===== src/rtl/spi_transaction_fsm_pkg.sv =====
// Shared constants and state type for the SPI transaction controller.
package spi_transaction_fsm_pkg;

  localparam int   ADDR_BITS_DEF = 7;
  localparam int   DATA_BITS_DEF = 8;
  localparam int   CNT_W         = 4;
  localparam logic READ          = 1'b1;

  // Nine states do not fit a 3-bit code, so the register is 4 bits wide.
  typedef enum logic [3:0] {
    S_IDLE         = 4'd0,
    S_GET_ADDR     = 4'd1,
    S_DECODE       = 4'd2,
    S_READ_WAIT    = 4'd3,
    S_READ_LOAD    = 4'd4,
    S_READ_SHIFT   = 4'd5,
    S_WRITE_GET    = 4'd6,
    S_WRITE_COMMIT = 4'd7,
    S_DONE         = 4'd8
  } state_t;

  // Header length: address bits plus the trailing R/W bit.
  function automatic int hdr_bits(input int addr_bits);
    return addr_bits + 1;
  endfunction

endpackage


===== src/rtl/spi_transaction_fsm_edge_counter.sv =====
// Shared SCLK edge counter. done looks at the value being written this cycle,
// so the FSM can leave a counting state on the same clk as the final edge.
module spi_transaction_fsm_edge_counter
  import spi_transaction_fsm_pkg::*;
(
  input  logic             clk,
  input  logic             reset,
  input  logic             clr,
  input  logic             inc,
  input  logic [CNT_W-1:0] term,
  output logic             done
);

  logic [CNT_W-1:0] cnt_d;
  logic [CNT_W-1:0] cnt_q;

  // Clear has priority over the held value; an edge in the clearing cycle still counts.
  always_comb begin
    cnt_d = clr ? '0 : cnt_q;
    if (inc) cnt_d = cnt_d + CNT_W'(1);
  end

  // Count register.
  always_ff @(posedge clk or posedge reset) begin
    if (reset) cnt_q <= '0;
    else       cnt_q <= cnt_d;
  end

  assign done = (cnt_d == term);

endmodule


===== src/rtl/spi_transaction_fsm.sv =====
// Control FSM for the SPI memory peripheral: header (address + R/W), then one
// data byte, driving address latch, shift-register load, memory write and MISO enable.
//
// state        | meaning
// IDLE         | waiting for cs_n low
// GET_ADDR     | counting header bits on sclk_pos
// DECODE       | latch address, sample R/W
// READ_WAIT    | memory read latency
// READ_LOAD    | load read data into shift register
// READ_SHIFT   | drive MISO, count sclk_neg
// WRITE_GET    | count data bits on sclk_pos
// WRITE_COMMIT | write data memory
// DONE         | transaction complete, wait for cs_n high
module spi_transaction_fsm
  import spi_transaction_fsm_pkg::*;
#(
  parameter int ADDR_BITS = ADDR_BITS_DEF,
  parameter int DATA_BITS = DATA_BITS_DEF
) (
  input  logic clk,
  input  logic reset,
  input  logic cs_n,
  input  logic sclk_pos,
  input  logic sclk_neg,
  input  logic rw_bit,
  output logic addr_we,
  output logic sr_we,
  output logic dm_we,
  output logic miso_buff_en,
  output logic busy
);

  localparam int HDR_BITS = hdr_bits(ADDR_BITS);

  state_t           state_d;
  state_t           state_q;
  logic             cnt_clr;
  logic             cnt_inc;
  logic [CNT_W-1:0] cnt_term;
  logic             cnt_done;

  spi_transaction_fsm_edge_counter u_edge_counter (
    .clk   (clk),
    .reset (reset),
    .clr   (cnt_clr),
    .inc   (cnt_inc),
    .term  (cnt_term),
    .done  (cnt_done)
  );

  // Counter control: clear in the state before each counting state; count only the edge that matters.
  always_comb begin
    cnt_clr  = cs_n || (state_q inside {S_IDLE, S_DECODE, S_READ_LOAD});
    cnt_inc  = 1'b0;
    cnt_term = (state_q == S_GET_ADDR) ? CNT_W'(HDR_BITS) : CNT_W'(DATA_BITS);
    case (state_q)
      S_IDLE, S_GET_ADDR, S_WRITE_GET: cnt_inc = sclk_pos && !cs_n;
      S_READ_SHIFT:                    cnt_inc = sclk_neg && !cs_n;
      default:                         cnt_inc = 1'b0;
    endcase
  end

  // Next-state logic; cs_n high aborts from anywhere.
  always_comb begin
    state_d = state_q;
    case (state_q)
      S_IDLE:         if (!cs_n) state_d = S_GET_ADDR;
      S_GET_ADDR:     if (cnt_inc && cnt_done) state_d = S_DECODE;
      S_DECODE:       state_d = (rw_bit == READ) ? S_READ_WAIT : S_WRITE_GET;
      S_READ_WAIT:    state_d = S_READ_LOAD;
      S_READ_LOAD:    state_d = S_READ_SHIFT;
      S_READ_SHIFT:   if (cnt_inc && cnt_done) state_d = S_DONE;
      S_WRITE_GET:    if (cnt_inc && cnt_done) state_d = S_WRITE_COMMIT;
      S_WRITE_COMMIT: state_d = S_DONE;
      S_DONE:         state_d = S_DONE;
      default:        state_d = S_IDLE;
    endcase
    if (cs_n) state_d = S_IDLE;
  end

  // State register.
  always_ff @(posedge clk or posedge reset) begin
    if (reset) state_q <= S_IDLE;
    else       state_q <= state_d;
  end

  // Moore output decode from the registered state.
  always_comb begin
    addr_we      = (state_q == S_DECODE);
    sr_we        = (state_q == S_READ_LOAD);
    dm_we        = (state_q == S_WRITE_COMMIT);
    miso_buff_en = (state_q == S_READ_SHIFT);
    busy         = (state_q != S_IDLE);
  end

endmodule


===== config.mk =====
export PLATFORM = sky130hd
export DESIGN_NAME = spi_transaction_fsm
export DESIGN_NICKNAME = d
export VERILOG_FILES = /design/src/rtl/spi_transaction_fsm_pkg.sv /design/src/rtl/spi_transaction_fsm_edge_counter.sv /design/src/rtl/spi_transaction_fsm.sv
export SDC_FILE = /design/constraint.sdc
export NUM_CORES = 1
export LEC_CHECK = 0
export CAP_MARGIN = 20
export CORE_AREA = 10 10 47 49
export CTS_BUF_LIST = sky130_fd_sc_hd__clkbuf_8
export CTS_CLUSTER_DIAMETER = 100
export CTS_CLUSTER_SIZE = 28
export DETAILED_ROUTE_END_ITERATION = 10
export DIE_AREA = 0 0 57 59
export DONT_BUFFER_PORTS = 1
export PLACE_DENSITY = 0.69
export SLEW_MARGIN = 25
export SYNTH_ARGS = -nofsm -noshare
export SYNTH_HDL_FRONTEND = slang
export SYNTH_SLANG_ARGS = --single-unit

===== constraint.sdc =====
create_clock -name clk -period 5.9 [get_ports clk]
set_input_delay 1.475 -clock clk [delete_from_list [all_inputs] [get_ports clk]]
set_output_delay 1.475 -clock clk [all_outputs]
set_load 0.01 [all_outputs]

==> results of run 1 <==
[worst max-delay path by stage]
| stage | startpoint | to | slack (ns) | cells after the start |
|---|---|---|---|---|
| 2_1_floorplan | cs_n | state_q[0] | 3.00 | 8 |
| 3_3_place_gp | cs_n | state_q[0] | 2.88 | 8 |
| 3_5_place_dp | cs_n | state_q[0] | 2.87 | 8 |
| 4_1_cts | cs_n | state_q[0] | 3.08 | 8 |
| 5_1_grt | cs_n | state_q[0] | 2.99 | 8 |
| 6_report | cs_n | state_q[0] | 3.10 | 8 |
[layer usage]
metal  track usage (%)  vias up  routed length [um]
li1                  -      227                   -
met1              7.25      205                 506
met2              11.9        7                 580
met3              4.72        3                  69
met4              4.03        0                  11
met5                 0        -                   0
[worst min-delay path: stages (launching register included)]
cell and delay, ns:
dfrtp_1 0.39, nand2_1 0.08, xor2_1 0.06
[state kept, by name, indices dropped and copies added (netlist names)]
| register | flops |
|---|---|
| u_edge_counter.cnt_q | 4 |
| state_q | 4 |
[power groups by stage]
stage                     registers [W]    logic, W  clock network [W]
after floorplan               0.0000575  0.00000916                  0
after global placement        0.0000584  0.00000900                  0
after detailed placement      0.0000584  0.00000910                  0
after CTS                     0.0000577  0.00000924          0.0000676
after global routing          0.0000578   0.0000101          0.0000724
final                         0.0000577  0.00000897          0.0000669
[cell families (layout without fill, tap and decap cells)]
kind of cell,count (synthesis),count (layout),share of synthesized area [%]
XOR/XNOR,4,4,5.93
multiplexers,2,2,3.60
buffers and inverters,7,6,6.78
flip-flops,8,8,33.9
AO/OA/AOI/OAI,12,12,18.0
AND/OR/NAND/NOR,30,30,29.7
adder cells (fa/ha/maj),1,1,2.12
[layout make-up]
class	count	share of cell area, %
clock buffers	3	6.63
inverters	3	1.81
multi-input cells	49	56.2
flip-flops and latches	8	32.1
well taps	16	3.21
[cell usage after synthesis]
cell / number
a21oi_4: 1
a21boi_0: 1
and2_1: 2
dfrtp_1: 8
and4_4: 1
ha_1: 1
o21ai_2: 1
nor2_1: 8
a21oi_2: 1
or2_2: 1
xor2_1: 3
buf_2: 2
nand2_1: 5
mux2_2: 1
nand4_1: 1
nand3b_1: 1
buf_4: 1
nand2_2: 1
inv_1: 3
o32ai_1: 1
nand2b_1: 2
and4_1: 1
and3b_1: 1
nor3_1: 3
xnor2_1: 1
a211oi_2: 1
o31a_1: 1
a21oi_1: 3
buf_6: 1
and3_1: 1
nor4bb_2: 1
nand4b_1: 1
o221a_2: 1
mux2i_1: 1
a211o_1: 1
[cell usage in the layout (no fill, tap or decap)]
cell type / count
a211o_1: 1
a211oi_2: 1
a21boi_0: 1
a21oi_1: 3
a21oi_2: 1
a21oi_4: 1
and2_1: 2
and3_1: 1
and3b_1: 1
and4_1: 1
and4_4: 1
clkbuf_8: 3
dfrtp_1: 8
ha_1: 1
inv_1: 3
mux2_2: 1
mux2i_1: 1
nand2_1: 5
nand2_2: 1
nand2b_1: 2
nand3b_1: 1
nand4_1: 1
nand4b_1: 1
nor2_1: 8
nor3_1: 3
nor4bb_2: 1
o21ai_2: 1
o221a_2: 1
o31a_1: 1
o32ai_1: 1
or2_2: 1
xnor2_1: 1
xor2_1: 3
[stage by stage]
| step | setup WS (ns) | hold slack [ns] | cells |
|---|---|---|---|
| floorplan | 3.00 | 0.548 | 64 |
| global placement | 2.88 | 0.567 | 76 |
| detailed placement | 2.87 | 0.568 | 76 |
| CTS | 3.08 | 0.575 | 79 |
| global route | 2.99 | 0.618 | 79 |
| finish | 3.10 | 0.576 | 79 |
==> out/qor.txt, run 1 <==
==================================================================================
Final-report hold violation count ...................................            0
Total detailed-routing wirelength ...................................      1.17 mm
Seq/Total Area, Yosys ...............................................        33.9%
Crit path max fanout ................................................            6
Starting density of the core ........................................        42.1%
Antenna violations before repair ....................................            0
Average wire per standard cell ......................................      14.8 um
Area of the die .....................................................     3360 um2
Width of the die ....................................................        57 um
Post-CTS Setup Repair Bufs ..........................................            0
Number of resized instances in the post-cts repair step .............            0
Via/cell ratio ......................................................         5.59
Combinational fraction of design power ..............................         6.7%
Data arrival time of the worst path .................................      2.92 ns
Root cell of the clock tree .........................................     clkbuf_8
HPWL reported at the end of detailed placement ......................       860 um
Cell area reported after detailed placement .........................      582 um2
Final Power .........................................................   0.000134 W
End of the worst register-to-register path ..........................   state_q[0]
Cell class contributing the biggest share of worst-path delay ....... simple AND/OR/NAND/NOR gates
Power per Cell Area .................................................   214 nW/um2
Post-Synthesis Cells ................................................           64
Reg-to-Reg Start ....................................................   state_q[1]
Normalized max-slew margin ..........................................        71.1%
CTS tree ............................................................          yes
Peak Freq ...........................................................      357 MHz
Maximum resistive drop on vdd .......................................   0.000103 V
Most area-hungry cell type in the Yosys netlist .....................      dfrtp_1
Hold buffer count at CTS ............................................            0
Measured slew at the worst slew-check pin ...........................     0.433 ns
Total DRC errors in the routed layout ...............................            0
Number of standard-cell rows in the floorplan .......................           14
Post-Route Skew .....................................................   0.00507 ns
Switching Power .....................................................  0.0000295 W
Number of max-cap violations ........................................            0
Kind of capture point of the worst setup path .......................     register
Die extent in y .....................................................        59 um
Min Clock Period, post-route ........................................      2.80 ns
Storage cell area ...................................................      200 um2
Ports ...............................................................           11
Post-Layout Inst Area ...............................................      623 um2
Global route total overflow .........................................            0
Count of input and output buffers ...................................            0
Total of flip-flops plus latches after synthesis ....................            8
Accumulated negative setup slack ....................................         0 ns
Bufs and invs on worst path .........................................            0
Part of the cycle the worst path needs ..............................        47.5%
Pin count of the biggest net entering global routing ................           14
Reg power frac ......................................................        43.2%
Slowest stage cell, crit path .......................................       o31a_1
Placeable core region ...............................................     1400 um2
Worst EP required ...................................................      6.02 ns
Slack of the worst reg-to-reg path ..................................      3.58 ns
Post-Synthesis Cell Area ............................................      591 um2
Net count, final ....................................................           72
CTS clk-pin slew, worst paths .......................................      0.04 ns
Number of instances on the worst hold path ..........................            2
Slew Limit Fails ....................................................            0
GRT Resource Usage Total ............................................        7.43%
Multi-input combinational cell area .................................      350 um2
Yosys top cell area share ...........................................        33.9%
H-tree depth ........................................................            1
Start-to-end type of the worst setup path ...........................       in2reg
Router iterations before antenna repair .............................            3
First-pass GRT wire length ..........................................      1.93 mm
Clk network pwr share ...............................................        50.1%
Setup repair after global routing missed its margin .................        false
Synthesis warning total .............................................            0
Logic depth of the worst register-to-register path ..................            9
Dominant cell type by count on the critical path ....................       nor2_1
Number of filler cells placed in the layout .........................          145
Via count of the first global-routing pass ..........................          440
Antenna viol nets, final ............................................            0
Utilization after layout ............................................        44.5%
Area contributors post-synth ........................................ dfrtp_1 34%, nor2_1 5.1%, xor2_1 4.4%
Share of final-layout standard cells stronger than drive strength 1 .        20.6%
Number of unique standard cell types used by synthesis ..............           35
CTS Sinks ...........................................................            8
Routed via count ....................................................          442
Number of CTS-inserted buffers ......................................            3
Final RePlAce weighted congestion ...................................        0.745
Average footprint of a synthesized cell .............................     9.23 um2
Worst min-delay path startpoint ..................................... u_edge_counter.cnt_q[2]
Sw Share ............................................................        22.0%
Cell-internal power .................................................   0.000104 W
Initial DRC Count ...................................................            6
Outcome ............................................................. complete, no violations
N_diodes ............................................................            0
Leak pwr ............................................................     0.275 nW
Net count after synthesis ...........................................           71
Synth-to-layout area growth .........................................        5.51%
Launching element type of the critical path .........................    input pin
Worst min-delay path endpoint ....................................... u_edge_counter.cnt_q[2]
Worst Hold Class ....................................................      reg2reg
Cell-by-cell listing of the critical path ........................... nor2_1, and2_1, ha_1, xor2_1, nor2_1, and4_4, and4_1, o31a_1
Delay contributed by the slowest stage of the critical path .........      0.27 ns
Number of buffers between clock root and the deepest sink ...........            2
Clock insertion delay at the later pin of the skew report ...........      0.23 ns
Number of failing setup endpoints in the final timing report ........            0
==================================================================================
No activity file was read; power rests on OpenSTA's default activity.
==> inputs of run 2 (changes only) <==
Settings changed: PLACE_DENSITY 0.69 to 0.71.
Clock period 5.9 ns to 2.28 ns, I/O delays scaled along.
==> out/qor.txt, run 2 (same netlist as run 1, synthesis figures left out) <==
==================================================================================
Outcome ............................................................. complete, no violations
Ports ...............................................................           11   unchanged
Cell area reported after detailed placement .........................      612 um2   +5.2%
Placeable core region ...............................................     1400 um2   unchanged
Number of CTS-inserted buffers ......................................            3   unchanged
Final-report hold violation count ...................................            0   unchanged
Post-Place Cells ....................................................           80   +5.3%
Measured slew at the worst slew-check pin ...........................     0.382 ns   -0.0510 ns
Hold buffer count at CTS ............................................            0   unchanged
Number of filler cells placed in the layout .........................          141   -2.8%
Width of the die ....................................................        57 um   unchanged
Start-to-end type of the worst setup path ...........................      reg2reg
Net count, final ....................................................           76   +5.6%
Number of resized instances in the post-cts repair step .............            0   unchanged
Slew Limit Fails ....................................................            0   unchanged
Die extent in y .....................................................        59 um   unchanged
Router iterations before antenna repair .............................            4   +1
Power per Cell Area .................................................   521 nW/um2   +140%
HPWL reported at the end of detailed placement ......................       919 um   +6.8%
Maximum resistive drop on vdd .......................................   0.000338 V   +230%
Initial DRC Count ...................................................            7   +1
Via/cell ratio ......................................................         5.46   -2.5%
Number of standard-cell rows in the floorplan .......................           14   unchanged
Number of failing setup endpoints in the final timing report ........            0   unchanged
Worst Hold Class ....................................................     in2async
Number of buffers between clock root and the deepest sink ...........            2   unchanged
Part of the cycle the worst path needs ..............................        92.8%
Clock insertion delay at the later pin of the skew report ...........      0.23 ns   about the same
Launching element type of the critical path .........................     register
First-pass GRT wire length ..........................................      1.86 mm   -3.6%
Kind of capture point of the worst setup path .......................     register
Final RePlAce weighted congestion ...................................        0.748   +0.39%
Count of input and output buffers ...................................            0   unchanged
Post-CTS Setup Repair Bufs ..........................................            0   unchanged
Synth-to-layout area growth .........................................        10.6%
CTS clk-pin slew, worst paths .......................................      0.04 ns   about the same
Total detailed-routing wirelength ...................................      1.18 mm   +0.86%
CTS tree ............................................................          yes
Root cell of the clock tree .........................................     clkbuf_8
Normalized max-slew margin ..........................................        74.4%   +3.2 points
Min Clock Period, post-route ........................................      2.12 ns
GRT Resource Usage Total ............................................        6.69%   -0.74 points
Global route total overflow .........................................            0   unchanged
Antenna violations before repair ....................................            0   unchanged
Number of max-cap violations ........................................            0   unchanged
Highest-count cells in the layout ignoring fill and taps ............ 8 x nor2_1, 8 x dfrtp_1, 5 x nand2_1, 4 x buf_4
Via count of the first global-routing pass ..........................          423   -3.9%
Post-Layout Inst Area ...............................................      653 um2   +4.8%
Starting density of the core ........................................        42.1%   unchanged
Antenna viol nets, final ............................................            0   unchanged
Leak pwr ............................................................     0.296 nW   +7.7%
H-tree depth ........................................................            1   unchanged
N_diodes ............................................................            0   unchanged
Non-filler instance count after layout ..............................           83   +5.1%
Crit path max fanout ................................................            4   -2
Total DRC errors in the routed layout ...............................            0   unchanged
Accumulated negative setup slack ....................................         0 ns   unchanged
Pin count of the biggest net entering global routing ................           13   -1
Routed via count ....................................................          453   +2.5%
Worst EP required ...................................................      2.39 ns   -3.63 ns
Share of final-layout standard cells stronger than drive strength 1 .        25.4%   +4.7 points
CTS Sinks ...........................................................            8   unchanged
Slack of the worst reg-to-reg path ..................................      0.16 ns   -3.42 ns
Setup repair after global routing missed its margin .................        false
Largest registers ................................................... state_q: 4 flops, u_edge_counter.cnt_q: 4 flops
Post-Route Skew .....................................................   0.00535 ns   +0.000277 ns
Data arrival time of the worst path .................................      2.23 ns   -0.69 ns
Final Power .........................................................   0.000340 W   +150%
Peak Freq ...........................................................      473 MHz
Utilization after layout ............................................        46.6%   +2.1 points
Average wire per standard cell ......................................      14.2 um   -4.0%
Area of the die .....................................................     3360 um2   unchanged
==================================================================================
## run 2: per-layer routing
| layer | wire length [um] | share of wire [%] | track usage (%) | vias up |
|---|---|---|---|---|
| li1 | - | - | - | 231 |
| met1 | 510 | 43 | 7.96 | 214 |
| met2 | 613 | 52 | 10.5 | 8 |
| met3 | 54 | 4.6 | 2.36 | 0 |
| met4 | 0 | 0 | 3.02 | 0 |
| met5 | 0 | 0 | 0 | - |
## run 2: worst paths after layout
kind,start,end,cells past startpoint
max in group asynchronous,reset,state_q[1],1
max reg2reg,state_q[1],state_q[0],9
min reg2reg,u_edge_counter.cnt_q[2],u_edge_counter.cnt_q[2],2
max,state_q[1],state_q[0],9
min,reset,u_edge_counter.cnt_q[1],1
min in group clk,cs_n,u_edge_counter.cnt_q[3],1
## run 2: stage by stage
step	setup slack, ns	hold WS (ns)
final	0.165	0.176
after floorplan	0.206	0.386
after CTS	0.155	0.186
after global routing	0.0308	0.194
after detailed placement	0.158	0.430
after global placement	0.191	0.427
## run 2: power breakdown
part	switching, W	internal (W)	total [W]
Sequential	0.00000230	0.000146	0.000148
Combinational	0.0000163	0.0000106	0.0000269
Clock	0.0000516	0.000114	0.000166
## run 2: layout make-up
type,instances,area (um2),area share (%)
clock buffers,3,41.3,6.32
inverters,3,11.3,1.72
multi-input cells,49,350,53.6
flip-flops and latches,8,200,30.7
well taps,16,20.0,3.07
repair buffers,4,30.0,4.60
## run 2: worst max-delay path, cell delays in order, from the launching register on
cell	delay, ns
dfrtp_1	0.38
a211oi_2	0.26
nor2_1	0.11
and2_1	0.19
ha_1	0.22
xor2_1	0.14
nor2_1	0.08
and4_4	0.24
a21oi_2	0.07
o31a_1	0.30
